## config.mk

```make
export PLATFORM = sky130hd
export DESIGN_NAME = conv2d_stream
export DESIGN_NICKNAME = d
export VERILOG_FILES = /design/src/rtl/conv_pkg.sv /design/src/rtl/line_buffer.sv /design/src/rtl/conv2d_stream.sv
export SDC_FILE = /design/constraint.sdc
export NUM_CORES = 2
export LEC_CHECK = 0
export BUFFER_PORTS_ARGS = -buffer_cell sky130_fd_sc_hd__buf_2
export CORE_ASPECT_RATIO = 0.6
export CORE_MARGIN = 2
export CORE_UTILIZATION = 65
export DETAILED_ROUTE_END_ITERATION = 10
export PLACE_DENSITY = 0.9
export SYNTH_ARGS = -nofsm -noshare
export SYNTH_HDL_FRONTEND = slang
export SYNTH_SLANG_ARGS = --single-unit
```

## constraint.sdc

```tcl
create_clock -name clk -period 36.8 [get_ports clk]
set_clock_uncertainty 0.15 [all_clocks]
set_input_delay 5.52 -clock clk [delete_from_list [all_inputs] [get_ports clk]]
set_output_delay 5.52 -clock clk [all_outputs]
set_load 0.02 [all_outputs]
```

## src/rtl/conv_pkg.sv

```systemverilog
`default_nettype none
// ============================================================================
// Module  : conv_pkg
// Brief   : Shared constants, result-width derivation and Sobel presets for
//           the streaming 3x3 convolution path.
// Revision: 1.0 - initial release
// ============================================================================
package conv_pkg;

  localparam int c_ksize = 3;
  localparam int c_ntaps = c_ksize * c_ksize;

  // Kernel indices, row-major, 0 = top-left
  localparam int c_idx_tl = 0;
  localparam int c_idx_tm = 1;
  localparam int c_idx_tr = 2;
  localparam int c_idx_ml = 3;
  localparam int c_idx_mm = 4;
  localparam int c_idx_mr = 5;
  localparam int c_idx_bl = 6;
  localparam int c_idx_bm = 7;
  localparam int c_idx_br = 8;

  typedef logic signed [7:0] coef8_t;

  localparam coef8_t c_sobel_x [c_ntaps] = '{
    -8'sd1,  8'sd0,  8'sd1,
    -8'sd2,  8'sd0,  8'sd2,
    -8'sd1,  8'sd0,  8'sd1
  };

  localparam coef8_t c_sobel_y [c_ntaps] = '{
    -8'sd1, -8'sd2, -8'sd1,
     8'sd0,  8'sd0,  8'sd0,
     8'sd1,  8'sd2,  8'sd1
  };

  // Product is DATA+COEF+1 bits; nine terms need four more guard bits.
  function automatic int out_width(input int data_width, input int coef_width);
    return data_width + coef_width + 5;
  endfunction

endpackage
`default_nettype wire

```

## src/rtl/line_buffer.sv

```systemverilog
`default_nettype none
// ============================================================================
// Module  : line_buffer
// Brief   : Circular delay line of IMG_WIDTH entries; dout is the sample
//           written IMG_WIDTH enabled cycles ago.
// Revision: 1.0 - initial release
// ============================================================================
module line_buffer #(
  parameter int DATA_WIDTH = 8,
  parameter int IMG_WIDTH  = 28
) (
  input  logic                  clk,
  input  logic                  rst,
  input  logic                  en,
  input  logic [DATA_WIDTH-1:0] din,
  output logic [DATA_WIDTH-1:0] dout
);

  localparam int c_ptr_w = $clog2(IMG_WIDTH);

  logic [DATA_WIDTH-1:0] r_mem [IMG_WIDTH];
  logic [c_ptr_w-1:0]    r_ptr;

  assign dout = r_mem[r_ptr];

  always_ff @(posedge clk or posedge rst) begin
    if (rst) begin
      for (int i = 0; i < IMG_WIDTH; i++) r_mem[i] <= '0;
      r_ptr <= '0;
    end else if (en) begin
      r_mem[r_ptr] <= din;
      r_ptr        <= (r_ptr == c_ptr_w'(IMG_WIDTH - 1)) ? '0 : r_ptr + 1'b1;
    end
  end

endmodule
`default_nettype wire

```

## src/rtl/conv2d_stream.sv

```systemverilog
`default_nettype none
// ============================================================================
// Module  : conv2d_stream
// Brief   : Streaming 3x3 signed convolution over a raster frame with line
//           buffering, loadable kernel, optional ReLU and valid/ready flow.
// Revision: 1.0 - initial release
// ============================================================================
module conv2d_stream
  import conv_pkg::*;
#(
  parameter  int DATA_WIDTH = 8,
  parameter  int COEF_WIDTH = 8,
  parameter  int IMG_WIDTH  = 28,
  parameter  int IMG_HEIGHT = 28,
  localparam int OUT_WIDTH  = out_width(DATA_WIDTH, COEF_WIDTH)
) (
  input  logic                        clk,
  input  logic                        rst,
  input  logic                        in_valid,
  output logic                        in_ready,
  input  logic [DATA_WIDTH-1:0]       in_data,
  output logic                        out_valid,
  input  logic                        out_ready,
  output logic signed [OUT_WIDTH-1:0] out_data,
  output logic                        out_last,
  input  logic                        coef_we,
  input  logic [3:0]                  coef_addr,
  input  logic signed [COEF_WIDTH-1:0] coef_data,
  input  logic                        relu_en,
  output logic                        busy
);

  localparam int c_prod_w = DATA_WIDTH + COEF_WIDTH + 1;
  localparam int c_col_w  = $clog2(IMG_WIDTH);
  localparam int c_row_w  = $clog2(IMG_HEIGHT);

  logic                         r_ready_en;
  logic                         w_adv;
  logic                         w_accept;
  logic [c_col_w-1:0]           r_col;
  logic [c_row_w-1:0]           r_row;
  logic                         w_win_ok;
  logic                         w_frame_end;
  logic [DATA_WIDTH-1:0]        w_lb0_out;
  logic [DATA_WIDTH-1:0]        w_lb1_out;
  logic [DATA_WIDTH-1:0]        r_win [c_ntaps];
  logic                         r_win_valid;
  logic                         r_win_last;
  logic                         r_win_relu;
  logic signed [COEF_WIDTH-1:0] r_coef [c_ntaps];
  logic signed [c_prod_w-1:0]   w_prod [c_ntaps];
  logic signed [c_prod_w-1:0]   r_prod [c_ntaps];
  logic                         r_s1_valid;
  logic                         r_s1_last;
  logic                         r_s1_relu;
  logic signed [OUT_WIDTH-1:0]  w_sum;
  logic signed [OUT_WIDTH-1:0]  w_result;

  // Whole datapath stalls together so a held result never gets overwritten.
  assign w_adv       = !out_valid || out_ready;
  assign in_ready    = w_adv && r_ready_en;
  assign w_accept    = in_valid && in_ready;
  assign w_win_ok    = (r_row >= c_row_w'(2)) && (r_col >= c_col_w'(2));
  assign w_frame_end = (r_row == c_row_w'(IMG_HEIGHT - 1)) &&
                       (r_col == c_col_w'(IMG_WIDTH - 1));

  line_buffer #(.DATA_WIDTH(DATA_WIDTH), .IMG_WIDTH(IMG_WIDTH)) u_lb0 (
    .clk (clk),
    .rst (rst),
    .en  (w_accept),
    .din (in_data),
    .dout(w_lb0_out)
  );

  line_buffer #(.DATA_WIDTH(DATA_WIDTH), .IMG_WIDTH(IMG_WIDTH)) u_lb1 (
    .clk (clk),
    .rst (rst),
    .en  (w_accept),
    .din (w_lb0_out),
    .dout(w_lb1_out)
  );

  always_ff @(posedge clk or posedge rst) begin
    if (rst) begin
      r_ready_en <= 1'b0;
      r_col      <= '0;
      r_row      <= '0;
      busy       <= 1'b0;
    end else begin
      r_ready_en <= 1'b1;
      if (w_accept) begin
        if (r_col == c_col_w'(IMG_WIDTH - 1)) begin
          r_col <= '0;
          r_row <= (r_row == c_row_w'(IMG_HEIGHT - 1)) ? '0 : r_row + 1'b1;
        end else begin
          r_col <= r_col + 1'b1;
        end
      end
      // A pixel accepted alongside the final handshake already belongs to the next frame.
      if (w_accept)
        busy <= 1'b1;
      else if (out_valid && out_ready && out_last)
        busy <= 1'b0;
    end
  end

  always_ff @(posedge clk or posedge rst) begin
    if (rst) begin
      for (int k = 0; k < c_ntaps; k++) r_coef[k] <= '0;
    end else if (coef_we && !busy) begin
      for (int k = 0; k < c_ntaps; k++)
        if (coef_addr == 4'(k)) r_coef[k] <= coef_data;
    end
  end

  always_ff @(posedge clk or posedge rst) begin
    if (rst) begin
      for (int k = 0; k < c_ntaps; k++) r_win[k] <= '0;
      r_win_valid <= 1'b0;
      r_win_last  <= 1'b0;
      r_win_relu  <= 1'b0;
    end else begin
      if (w_accept) begin
        for (int r = 0; r < c_ksize; r++) begin
          r_win[r*c_ksize + 0] <= r_win[r*c_ksize + 1];
          r_win[r*c_ksize + 1] <= r_win[r*c_ksize + 2];
        end
        r_win[c_idx_tr] <= w_lb1_out;
        r_win[c_idx_mr] <= w_lb0_out;
        r_win[c_idx_br] <= in_data;
        r_win_relu      <= relu_en;
      end
      if (w_adv) begin
        r_win_valid <= w_accept && w_win_ok;
        r_win_last  <= w_accept && w_frame_end;
      end
    end
  end

  genvar gk;
  generate
    for (gk = 0; gk < c_ntaps; gk++) begin : g_tap
      assign w_prod[gk] = $signed({1'b0, r_win[gk]}) * r_coef[gk];
    end
  endgenerate

  always_ff @(posedge clk or posedge rst) begin
    if (rst) begin
      for (int k = 0; k < c_ntaps; k++) r_prod[k] <= '0;
      r_s1_valid <= 1'b0;
      r_s1_last  <= 1'b0;
      r_s1_relu  <= 1'b0;
    end else if (w_adv) begin
      for (int k = 0; k < c_ntaps; k++) r_prod[k] <= w_prod[k];
      r_s1_valid <= r_win_valid;
      r_s1_last  <= r_win_last;
      r_s1_relu  <= r_win_relu;
    end
  end

  always_comb begin
    w_sum = '0;
    for (int k = 0; k < c_ntaps; k++) w_sum = w_sum + OUT_WIDTH'(r_prod[k]);
  end

  assign w_result = (r_s1_relu && w_sum[OUT_WIDTH-1]) ? '0 : w_sum;

  always_ff @(posedge clk or posedge rst) begin
    if (rst) begin
      out_valid <= 1'b0;
      out_data  <= '0;
      out_last  <= 1'b0;
    end else if (w_adv) begin
      out_valid <= r_s1_valid;
      out_last  <= r_s1_valid && r_s1_last;
      if (r_s1_valid) out_data <= w_result;
    end
  end

endmodule
`default_nettype wire

```

==> results.py <==
metrics = {
    "sta": {
        "slew_headroom_pct": 7.945,
        "tns_ns": 0,
        "finalSetupViolCount": 0,
        "drv_slew": 0,
        "post-route-min-period_ns": 12.18,
        "whs_ns": 0.3290,
        "finalCritPeriodShare_pct": 33.11,
        "fmax_mhz": 82.07,
        "hold_viol_final": 0,
        "rsz0062_at_grt": "no",
        "tightest_slew_ns": 1.352,
    },
    "yosys": {
        "syn_inst": 5387,
        "synthXorXnorAreaFrac_pct": 1.573,
        "ys_seq_elements": 796,
        "async_flop_share_pct": 100.0,
        "synth-edff-count": 0,
        "synth_compound_area_share_pct": 7.255,
        "ys_seq_area_share_pct": 35.42,
        "synth_common_cells": "dfrtp_1 (796), inv_1 (655), nand2_1 (630)",
        "synthTopCellsByArea": "dfrtp_1 (35%), fa_1 (16%), ha_1 (9.3%), mux2_2 (6.0%), mux4_2 (4.8%)",
        "post_synth_and_or_nand_nor_area_fraction_pct": 12.71,
        "synth_flop_cell": "dfrtp_1",
        "netlist.area_leader.share_pct": 35.42,
        "synthesis.area_um2": 56240,
        "syn_nets": 6288,
        "postSynthAreaPerCell_um2": 10.44,
        "yosysMostFrequentCell": "dfrtp_1",
        "synth_cell_types": 68,
        "synth_mux_area_share_pct": 11.23,
        "synth_fa_ha_area_share_pct": 25.54,
        "synth_top_cell_by_area": "dfrtp_1",
        "ys.warnings.count": 0,
        "synth_top_family_by_area": "adder cells",
    },
    "route": {
        "wl_per_cell_um": 22.41,
        "dr.pass1.iters": 8,
        "vias_per_cell": 6.234,
        "ant_nets": 0,
        "drcViolationCount": 0,
        "first_iter_violations": 4614,
        "vias": 40590,
        "routed_wl_um": 145900,
    },
    "grt": {
        "grt_max_degree": 195,
        "antenna_found_initial": 9,
        "grt_pass1_vias": 42390,
        "grt_pass1_wl_um": 234000,
        "globalRouteOverflowTotal": 0,
        "global_route.usage.total_pct": 33.85,
    },
    "worst_setup_path": {
        "path_class": "input port to output pin",
        "end_kind": "output pin",
        "worstPathRequired_ns": 31.13,
        "crit_path_max_fanout": 25,
        "crit_arrival_ns": 6.51,
        "start_kind": "input port",
    },
    "clocking": {
        "clkSinkCount": 796,
        "ctsHtreeMaxLevel": 3,
        "cts.clk_slew.worst_paths_ns": 0.06,
        "clockRootBuffer": "clkbuf_16",
        "cts.repair.resized": 0,
        "holdBufCountCts": 0,
        "clk_path_buf_depth": 3,
        "post_cts_buffers": 0,
        "cts_tree": "built",
        "cts-buffers-inserted": 77,
        "insertion_delay_ns": 0.69,
    },
    "min_path": {
        "holdCritPathClass": "register to register",
    },
    "power": {
        "vdd_drop_max_v": 0.0001640,
        "power_leakage_nw": 30.09,
        "power_mw": 5.206,
        "p_per_area_nw_per_um2": 86.96,
    },
    "placed_design": {
        "place_congestion": 0.9720,
        "post-dp-hpwl_um": 102900,
        "io_buffers": 50,
    },
    "floorplanning": {
        "ioPinCount": 51,
        "chipHeight_um": 231.9,
        "fp.coreArea_um2": 85570,
        "die_width_um": 383.8,
        "start_util_pct": 65.73,
        "die_area_um2": 88970,
        "rows": 83,
    },
    "cells_and_area": {
        "layout-drive-gt1-share_pct": 12.43,
        "syn2layout_area_growth_pct": 6.440,
        "fin_nets": 6190,
    },
    "run_status": {
        "status": "finished, final reports clean",
    },
    "run": {
        "drv_cap": 0,
    },
}
## layout make-up
| class | count | area, um^2 |
|---|---|---|
| multi-input cells | 3680 | 32890 |
| fillers | 5520 | 25710 |
| flip-flops and latches | 796 | 19930 |
| inverters | 655 | 2466 |
| clock buffers | 108 | 2236 |
| well taps | 1147 | 1435 |
| repair buffers | 79 | 505.5 |
| clock inverters | 31 | 370.4 |
| diodes | 15 | 37.54 |
## kinds of logic (layout without fill, tap and decap cells)
logic type / after synthesis / in the layout
AOI/OAI and AO/OA: 699 / 699
xor gates and xnor gates: 101 / 101
adders and majority gates: 875 / 875
buffers and inverters: 911 / 873
DFF: 796 / 796
muxes: 445 / 445
other: 1 / 16
and+or+nand+nor: 1559 / 1559
## flip-flops by register name, indices dropped and copies added, names as in the netlist, 5 cells and up
register / flops
r_win: 72
r_col: 5
r_coef: 72
u_lb1.r_ptr: 5
r_prod: 153
out_data: 21
u_lb1.r_mem: 224
u_lb0.r_mem: 224
r_row: 5
u_lb0.r_ptr: 5
## worst max-delay path, stage by stage
cell and delay [ns]:
buf_2 0.13, nand2b_4 0.33, and2_1 0.30, buf_2 0.21
## cells in the final DEF, fill, tap and decap left out, drive strengths merged, types with 20 or more instances in the layout
cell / instances
a21o: 24
a21oi: 361
a31oi: 20
and2: 304
buf: 79
clkbuf: 108
dfrtp: 796
fa: 455
ha: 420
inv: 658
mux2: 299
mux2i: 27
mux4: 119
nand2: 630
nand2b: 77
nand3: 42
nor2: 392
nor2b: 26
nor3: 25
o21a: 22
o21ai: 151
or3: 23
xnor2: 57
xor2: 44
## per-layer routing
metal	up-vias	track usage (%)	wire length (um)	share of wire (%)
met5	-	0	0	0
met4	0	11.00	4968	3.4
met3	415	11.36	18350	13
met2	2348	50.48	64390	44
met1	20450	47.05	58210	40
li1	17380	-	-	-
## worst paths after layout
check                                 start  cells past startpoint                to  slack (ns)
min in group asynchronous               rst                      2  u_lb0.r_mem[212]        4.82
worst max register to register  r_prod[103]                     15       out_data[6]       30.80
worst min-delay path              r_s1_last                      2         r_s1_last        0.33
max in group asynchronous               rst                      4         r_win[28]       29.32
worst max-delay path              out_ready                      4          in_ready       24.62
worst min register to register    r_s1_last                      2         r_s1_last        0.33
## through the flow
stage / setup slack, ns / utilization, % / instance area (um^2) / cells
2_1_floorplan: 8.778 / - / 56240 / 5387
3_3_place_gp: 24.67 / 66.87 / 57220 / 6357
3_5_place_dp: 24.64 / 66.87 / 57220 / 6357
4_1_cts: 24.64 / 69.91 / 59830 / 6496
5_1_grt: 24.60 / 69.93 / 59840 / 6500
6_report: 24.62 / 69.96 / 59860 / 6511
## power by group
| part | internal (mW) | total [mW] | switching, mW | leakage [nW] |
|---|---|---|---|---|
| combinational | 1.19 | 2.93 | 1.74 | 18.3 |
| clock | 0.464 | 0.834 | 0.370 | 1.27 |
| sequential | 1.14 | 1.44 | 0.300 | 10.5 |
Note: power is estimated with default switching activity, not from simulation.
